[src/rtl/musb_bus_interconnect.sv]
// Round-robin arbiter of NMASTERS masters onto one bus path, decoded to NSLAVES slaves; unmapped -> bus error.
// Latency: grant registered (slave_enable at k+1), completion = 1 cycle + slave latency, error at k+1.
// Backpressure: masters hold requests until ready/error; optional watchdog via MUSB_BUS_TIMEOUT_EN.
module musb_bus_interconnect #(
   parameter int NMASTERS = 3,
   parameter int NSLAVES = 3,
   parameter logic [NSLAVES*32-1:0] MATCH_ADDR = {32'h1100_0000, 32'h1000_0000, 32'h0000_0000},
   parameter logic [NSLAVES*32-1:0] MATCH_MASK = {32'hFFFF_FFF8, 32'hFFFF_FFE0, 32'hFFFF_0000},
   parameter int TIMEOUT_CYCLES = 255
) (
   input  logic                    clk,
   input  logic                    rst,
   input  logic [32*NMASTERS-1:0]  master_address,
   input  logic [32*NMASTERS-1:0]  master_data_i,
   input  logic [4*NMASTERS-1:0]   master_wr,
   input  logic [NMASTERS-1:0]     master_enable,
   output logic [31:0]             master_data_o,
   output logic [NMASTERS-1:0]     master_ready,
   output logic [NMASTERS-1:0]     master_error,
   input  logic [32*NSLAVES-1:0]   slave_data_i,
   input  logic [NSLAVES-1:0]      slave_ready,
   output logic [31:0]             slave_address,
   output logic [31:0]             slave_data_o,
   output logic [3:0]              slave_wr,
   output logic [NSLAVES-1:0]      slave_enable
);

   localparam int MW = (NMASTERS > 1) ? $clog2(NMASTERS) : 1;
   localparam int SW = (NSLAVES > 1) ? $clog2(NSLAVES) : 1;

   if (NMASTERS < 1 || NMASTERS > 8 || NSLAVES < 1 || NSLAVES > 16 ||
       TIMEOUT_CYCLES < 1 || TIMEOUT_CYCLES > 65535) begin : g_param_check
      $error("musb_bus_interconnect: parameter out of range");
   end

   typedef enum logic [1:0] {IDLE, BUSY, ERR} state_t;

   state_t        state;
   logic [MW-1:0] rr_ptr;
   logic [MW-1:0] gnt_idx;
   logic [MW-1:0] req_idx;
   logic [SW-1:0] slv_idx;
   logic [SW-1:0] hit_idx;
   logic          req_vld;
   logic          hit;
   logic          sel_ready;
   logic          timeout_hit;
   logic [31:0]   req_addr;

   // First requester strictly after the last granted master, wrapping.
   always_comb begin : arbiter
      int idx;
      req_vld = 1'b0;
      req_idx = '0;
      idx = 0;
      for (int off = 1; off <= NMASTERS; off++) begin
         idx = (int'(rr_ptr) + off) % NMASTERS;
         if (!req_vld && master_enable[idx]) begin
            req_vld = 1'b1;
            req_idx = MW'(idx);
         end
      end
   end

   assign req_addr = master_address[int'(req_idx)*32 +: 32];

   // Descending scan so the lowest matching slave index wins.
   always_comb begin : decoder
      hit = 1'b0;
      hit_idx = '0;
      for (int i = NSLAVES-1; i >= 0; i--) begin
         if ((req_addr & MATCH_MASK[32*i +: 32]) ==
             (MATCH_ADDR[32*i +: 32] & MATCH_MASK[32*i +: 32])) begin
            hit = 1'b1;
            hit_idx = SW'(i);
         end
      end
   end

   assign sel_ready = (state == BUSY) && slave_ready[slv_idx];

`ifdef MUSB_BUS_TIMEOUT_EN
   logic [15:0] to_cnt;

   assign timeout_hit = (state == BUSY) && !slave_ready[slv_idx] &&
                        (to_cnt == 16'(TIMEOUT_CYCLES - 1));

   // Held at zero outside BUSY, so every BUSY entry starts from a cleared count.
   always_ff @(posedge clk) begin
      if (rst || state != BUSY)
         to_cnt <= '0;
      else if (!slave_ready[slv_idx])
         to_cnt <= to_cnt + 16'd1;
   end
`else
   assign timeout_hit = 1'b0;
`endif

   // Completion strobes are suppressed while rst is high so an aborted transfer reports nothing.
   always_comb begin : completion
      master_ready = '0;
      master_error = '0;
      master_data_o = '0;
      if (!rst) begin
         if (sel_ready) begin
            master_ready[gnt_idx] = 1'b1;
            master_data_o = slave_data_i[int'(slv_idx)*32 +: 32];
         end
         if (state == ERR || timeout_hit)
            master_error[gnt_idx] = 1'b1;
      end
   end

   always_ff @(posedge clk) begin
      if (rst) begin
         state         <= IDLE;
         rr_ptr        <= MW'(NMASTERS - 1);
         gnt_idx       <= '0;
         slv_idx       <= '0;
         slave_address <= '0;
         slave_data_o  <= '0;
         slave_wr      <= '0;
         slave_enable  <= '0;
      end else begin
         case (state)
            IDLE: begin
               if (req_vld) begin
                  rr_ptr        <= req_idx;
                  gnt_idx       <= req_idx;
                  slv_idx       <= hit_idx;
                  slave_address <= req_addr;
                  slave_data_o  <= master_data_i[int'(req_idx)*32 +: 32];
                  slave_wr      <= master_wr[int'(req_idx)*4 +: 4];
                  if (hit) begin
                     state        <= BUSY;
                     slave_enable <= NSLAVES'(1) << hit_idx;
                  end else begin
                     state <= ERR;
                  end
               end
            end
            BUSY: begin
               if (sel_ready || timeout_hit) begin
                  state        <= IDLE;
                  slave_enable <= '0;
               end
            end
            ERR:     state <= IDLE;
            default: state <= IDLE;
         endcase
      end
   end

endmodule

[config.mk]
export PLATFORM = sky130hd
export DESIGN_NAME = musb_bus_interconnect
export DESIGN_NICKNAME = d
export VERILOG_FILES = /design/src/rtl/musb_bus_interconnect.sv
export SDC_FILE = /design/constraint.sdc
export NUM_CORES = 1
export LEC_CHECK = 0
export ABC_AREA = 1
export CORE_AREA = 2 2 164 166
export CTS_CLUSTER_DIAMETER = 40
export DETAILED_ROUTE_END_ITERATION = 12
export DIE_AREA = 0 0 166 168
export SLEW_MARGIN = 0
export SYNTH_ARGS = -nofsm -noshare
export SYNTH_HDL_FRONTEND = slang
export SYNTH_SLANG_ARGS = --single-unit
export TNS_END_PERCENT = 5
[constraint.sdc]
create_clock -name clk -period 2.52 [get_ports clk]
set_input_delay 0.504 -clock clk [delete_from_list [all_inputs] [get_ports clk]]
set_output_delay 0.504 -clock clk [all_outputs]
set_load 0.02 [all_outputs]
# Word-level counts from Yosys, hierarchy flattened
# Cells that the tools add are included.
# totals
reg_bits	79
word_cells	83
input_bits	308
out_inout_bits	109
# op_classes
order_cmp	6
reduce_logical	12
eq_ne	7
shifts	5
n_mux	39
n_addsub	3
div_mod_pow	3
# op_table
op	n
$shiftx A96 B8 Y32	3
$lt A32 B4 Y1 const B	3
$mod A32 B3 Y32 const B	3
$mux W32	2
$logic_not A32 Y1	1
$eq A29 B26 Y1 const B	1
$eq A27 B24 Y1 const B	1
$mux W3	7
$mux W2	9
$mux W1	14
$shiftx A12 B5 Y4	1
$bmux W1 S2	4
$add A2 B2 Y3 const B	2
$lt A2 B3 Y1 const B	2
$ne A2 B2 Y1 const B	3
$pmux W3 S2	1
$logic_and A1 B1 Y1	4
$pmux W2 S2	1
$reduce_and A2 Y1	2
$reduce_and A4 Y1	1
$add A2 B1 Y3 const B	1
$shl A1 B2 Y3 const A	1
$demux W1 S2	1
$eq A2 B1 Y1 const B	1
other kinds (5)	6

# Longest topological paths before layout
# depth
depth_word	21
ltp_mapped	24
ltp_nobuf	23

# Least setup slack after synthesis
# No wires, ideal clock.
# synth_path
kind	register -> register
from	reg rr_ptr[1]
to	reg slave_enable[0]
arrival_time_ps	2579
t_required_ps	2405
stages_incl_launch_ff	20
synth_period_minus_slack_ps	2694
setup_slack_ps	-174
path_cell_list	dfxtp_1 -> inv_1 -> ha_1 -> o21ai_0 -> nand2_2 -> nand2_2 -> clkinv_2 -> nand3_4 -> buf_2 -> nand3_1 -> a31oi_4 -> nand2_1 -> nor2_1 -> inv_1 -> nor2_2 -> nand2_2 -> nand3_2 -> nand3_1 -> nand2_1 -> nor2_1
# synth_via
elab_chain_len	21
word_cells_on_any_way	42
classes_between	3 x add/sub; 3 x div; 4 x eq/ne; 2 x shift; 24 x mux; 6 x reduce/logical
# synth_lines
item	line	text
start: declaration	39	logic [MW-1:0] rr_ptr;
start signal: assignment	117	rr_ptr <= MW'(NMASTERS - 1);
start signal: assignment	128	rr_ptr <= req_idx;
$add A2 B1 Y3	57	idx = (int'(rr_ptr) + off) % NMASTERS;
$mod A32 B3 Y32	57	
$bmux W1 S2	58	if (!req_vld && master_enable[idx]) begin
$mux W1 (implied by the code) (2 in a row)	58	
$mux W1	58	
$logic_not A1 Y1	58	
$logic_and A1 B1 Y1	58	
$mux W1	58	
(+2 left out)	-	
$mux W2	58	
$shiftx A96 B8 Y32	65	assign req_addr = master_address[int'(req_idx)*32 +: 32];
$eq A29 B26 Y1	72	if ((req_addr & MATCH_MASK[32*i +: 32]) ==
$mux W2 (3 in a row)	72	
$shl A1 B2 Y3	136	slave_enable <= NSLAVES'(1) << hit_idx;
$mux W3	134	if (hit) begin
$mux W3	127	if (req_vld) begin
$pmux W3 S2	125	case (state)
end signal: assignment	136	
end: declaration	25	output logic [NSLAVES-1:0] slave_enable
# Several ways; a longest one is shown, not always the timed one. The select of a mux whose other input is x is not followed.
# A chain may end at the register's enable or synchronous reset.

# Worst setup path after layout
# layout_path
from	reg rr_ptr[1]
to	reg slave_enable[2]
# Same word-level chain as after synthesis.

==> impl_metrics.csv <==
group,metric,value,unit
worst_setup_path,r2r-end,"slave_enable[2]",
placed_design,port_buffers,416,
sta,skew,0.0178,ns
yosys,netlist_instances,970,
final_layout,fin_cells,1768,
yosys,synth_area_per_cell,5.95,um^2
detailed_routing,wl_per_cell,16.1,um
hold_path,min_to,"slave_enable[1]",
worst_setup_path,end_kind,"flop",
sta,hold_viol_final,0,
worst_setup_path,cp_slowest_stage_delay,0.36,ns
global_route,overflow,0,
yosys,yosys_warnings,0,
power,ir_drop,0.619,mV
clocking,clk-insertion-delay-late,0.35,ns
final_layout,regArea,1570,um^2
final_layout,drive_gt1_share,18.6,%
die,chipHeight,168,um
power,p_per_area,1390,nW/um^2
worst_setup_path,cp.arrival,3.17,ns
detailed_routing,dr.pass1.iters,5,
clocking,h-tree-depth,3,
sta,hold_slack,0.484,ns
worst_setup_path,required,2.75,ns
placed_design,gp_congestion,0.891,
yosys,synth.area.mux_share,0,%
yosys,syn_nets,1282,
sta,fin_crit_sh,117,%
clocking,cts_buffers,9,
worst_setup_path,crit_slowest_cell,"dfxtp_4",
yosys,netlist_area,5770,um^2
die,die_w,166,um
clocking,path_clk_slew,0.06,ns
worst_setup_path,reg2reg_from,"rr_ptr[1]",
clocking,cts_tree,"built",
worst_setup_path,crit_path_max_fanout,7,
worst_setup_path,rrSetupSlack,-0.42,ns
die,io_pins,417,
placed_design,hpwl,21.0,mm
die,initial_core_util,21.9,%
worst_setup_path,critical_path_class,"reg -> reg",
final_layout,fillers,2713,
detailed_routing,post-route-drc-count,0,
sta,fin_tns_setup,-6.19,ns
final_layout,antennaDiodeCount,0,
worst_setup_path,startpoint_type,"flop",
final_layout,fin_util,44.0,%
sta,drv_slew,0,
outcome,status,"complete, but fails checks",
worst_setup_path,ff2ff_path_depth,22,
global_route,grt_pass1_wl,42.9,mm
sta,setup_viol,45,
yosys,ys_seq_elements,78,
sta,timing.final.ws_setup,-0.420,ns
sta,rsz0062_at_grt,"true",
clocking,root_buffer,"clkbuf_16",
final_layout,fin_nets,1734,
placed_design,place_inst,1724,
global_route,grt_usage,19.2,%
worst_setup_path,crit_buf_inv,5,
yosys,synth_top_family_by_area,"simple AND/OR/NAND/NOR gates",
flow_run,max_cap_viol_count,0,
clocking,clock-sinks,78,
die,rows,60,
final_layout,design_area,11600,um^2
yosys,yosysSeqAreaShare,27.1,%
detailed_routing,detail-route-antenna-nets,0,
global_route,antenna_found_initial,0,
worst_setup_path,crit_path_frequent_cell,"nand2_1",
placed_design,dpl_worst_slack,-0.783,ns
yosys,synth_compound_area_share,27.1,%
power,p_leak,5.22,nW
die,die_area,27900,um^2
hold_path,hp-class,"reg -> reg",
die,coreArea,26400,um^2
detailed_routing,routed_wl,28.5,mm
final_layout,final_common_cell,"clkdlybuf4s50_1",
worst_setup_path,path_cells,"inv_4 > ha_4 > inv_4 > nand2_2 > nand3_2 > nand2_4 > nand3_4 > o31ai_4 > nor2_4 > clkinv_4 > buf_6 > nand2_1 > nand2_1 > buf_4 > nor2_1 > nand4_1 > nor2_2 > nor2_4 > nand3_4 > nand3_1 > nand2_1 > nor2_1",
yosys,yosys.area_share.adder,0.868,%
final_layout,final_cell_mix,"clkdlybuf4s50_1 (375), nor2_1 (207), o21ai_0 (128)",
placed_design,place_area,10700,um^2
worst_setup_path,cpLargestDelayFamily,"simple AND/OR/NAND/NOR gates",
final_layout,syn2layout_area_growth,101,%
clocking,ctsHoldBuffers,0,
power,power.total,16.1,mW
detailed_routing,vias,8128,
hold_path,min_from,"slave_enable[1]",
detailed_routing,drt_first_iter_violations,361,
sta,max_freq,340,MHz
final_layout,multiInputGateArea,3890,um^2
outcome,failed_checks,"negative setup slack",
yosys,synth_xor_area_share,0,%
global_route,grt_max_degree,59,
sta,slew_headroom,60.5,%
detailed_routing,viasPerCell,4.60,
hold_path,hold_depth,2,
sta,min_period,2.94,ns
yosys,synth.distinct_cells,35,
clocking,clock_path_buffers,2,
global_route,grt_pass1_vias,7925,
yosys,synth_simple_gate_area_share,32.3,%
sta,tightest_slew,0.593,ns
how the worst max path moves through the flow:
stage                                start               to  slack [ns]  cells past startpoint
after CTS                        rr_ptr[1]  slave_enable[0]       -0.32                     23
after detailed placement  master_enable[1]  slave_enable[2]       -0.78                     19
after global routing             rr_ptr[1]  slave_enable[0]       -0.62                     23
after floorplan                  rr_ptr[0]  slave_enable[0]       0.007                     22
final                            rr_ptr[1]  slave_enable[2]       -0.42                     22
after global placement    master_enable[1]  slave_enable[0]       -0.74                     19
worst reg2reg max path: stages (launching register included):
cell and delay [ns]:
dfxtp_4 0.36, inv_4 0.04, ha_4 0.25, inv_4 0.07
nand2_2 0.05, nand3_2 0.09, nand2_4 0.09, nand3_4 0.11
o31ai_4 0.08, nor2_4 0.26, clkinv_4 0.17, buf_6 0.15
nand2_1 0.04, nand2_1 0.10, buf_4 0.16, nor2_1 0.11
nand4_1 0.13, nor2_2 0.19, nor2_4 0.06, nand3_4 0.11
nand3_1 0.08, nand2_1 0.06, nor2_1 0.04
sequential cells by signal, indices dropped and copies added, names as in the netlist:
name / flops
gnt_idx: 1
slave_wr: 4
slv_idx: 2
slave_enable: 3
rr_ptr: 2
slave_address: 32
state: 2
slave_data_o: 32
logic make-up after synthesis:
family | Yosys count
simple gates | 436
buf+inv | 176
compound gates | 276
flops | 78
fa+ha+maj | 4
power by group:
part	switching [mW]	internal, mW	total (mW)
registers	0.281	1.78	2.06
clock network	0.602	0.886	1.49
logic	7.06	5.50	12.6
layout make-up:
| class | count | share of cell area [%] |
|---|---|---|
| clock buffer | 9 | 1.94 |
| clock inverter | 7 | 0.884 |
| inverter | 107 | 3.58 |
| multi-input combinational | 716 | 33.5 |
| sequential | 78 | 13.5 |
| tap | 341 | 3.68 |
| timing repair buffer | 509 | 42.9 |
| timing repair inverter | 1 | 0.0431 |
cells in the mapped netlist (all sizes together):
library cell / number / area, um^2
nor2: 229 / 882
o21ai: 139 / 696
nand2: 126 / 490
inv: 106 / 398
a21oi: 88 / 448
dfxtp: 78 / 1560
nand3: 64 / 363
clkbuf: 52 / 199
a2bb2oi: 32 / 280
buf: 17 / 131
nand3b: 13 / 97.6
o211ai: 11 / 82.6
ha: 4 / 50.1
a31oi: 3 / 33.8
nor3: 2 / 15.0
o31ai: 2 / 15.0
a22oi: 1 / 7.51
clkinv: 1 / 5.00
nand4: 1 / 6.26
or2: 1 / 6.26
per-layer routing:
layer / wire (um) / GRT usage [%]
met5: 0 / 0
met4: 601 / 4.80
met3: 1820 / 4.63
met2: 13900 / 33.6
met1: 12200 / 23.8
timing repair:
item / 4_1_cts / 5_1_grt
gates cloned: 3 / 4
resized for setup: 162 / 114
setup endpoints to repair: 75 / 79
pin swaps: 18 / 49
setup buffers: 10 / 11
(Power assumes the default switching activity.)
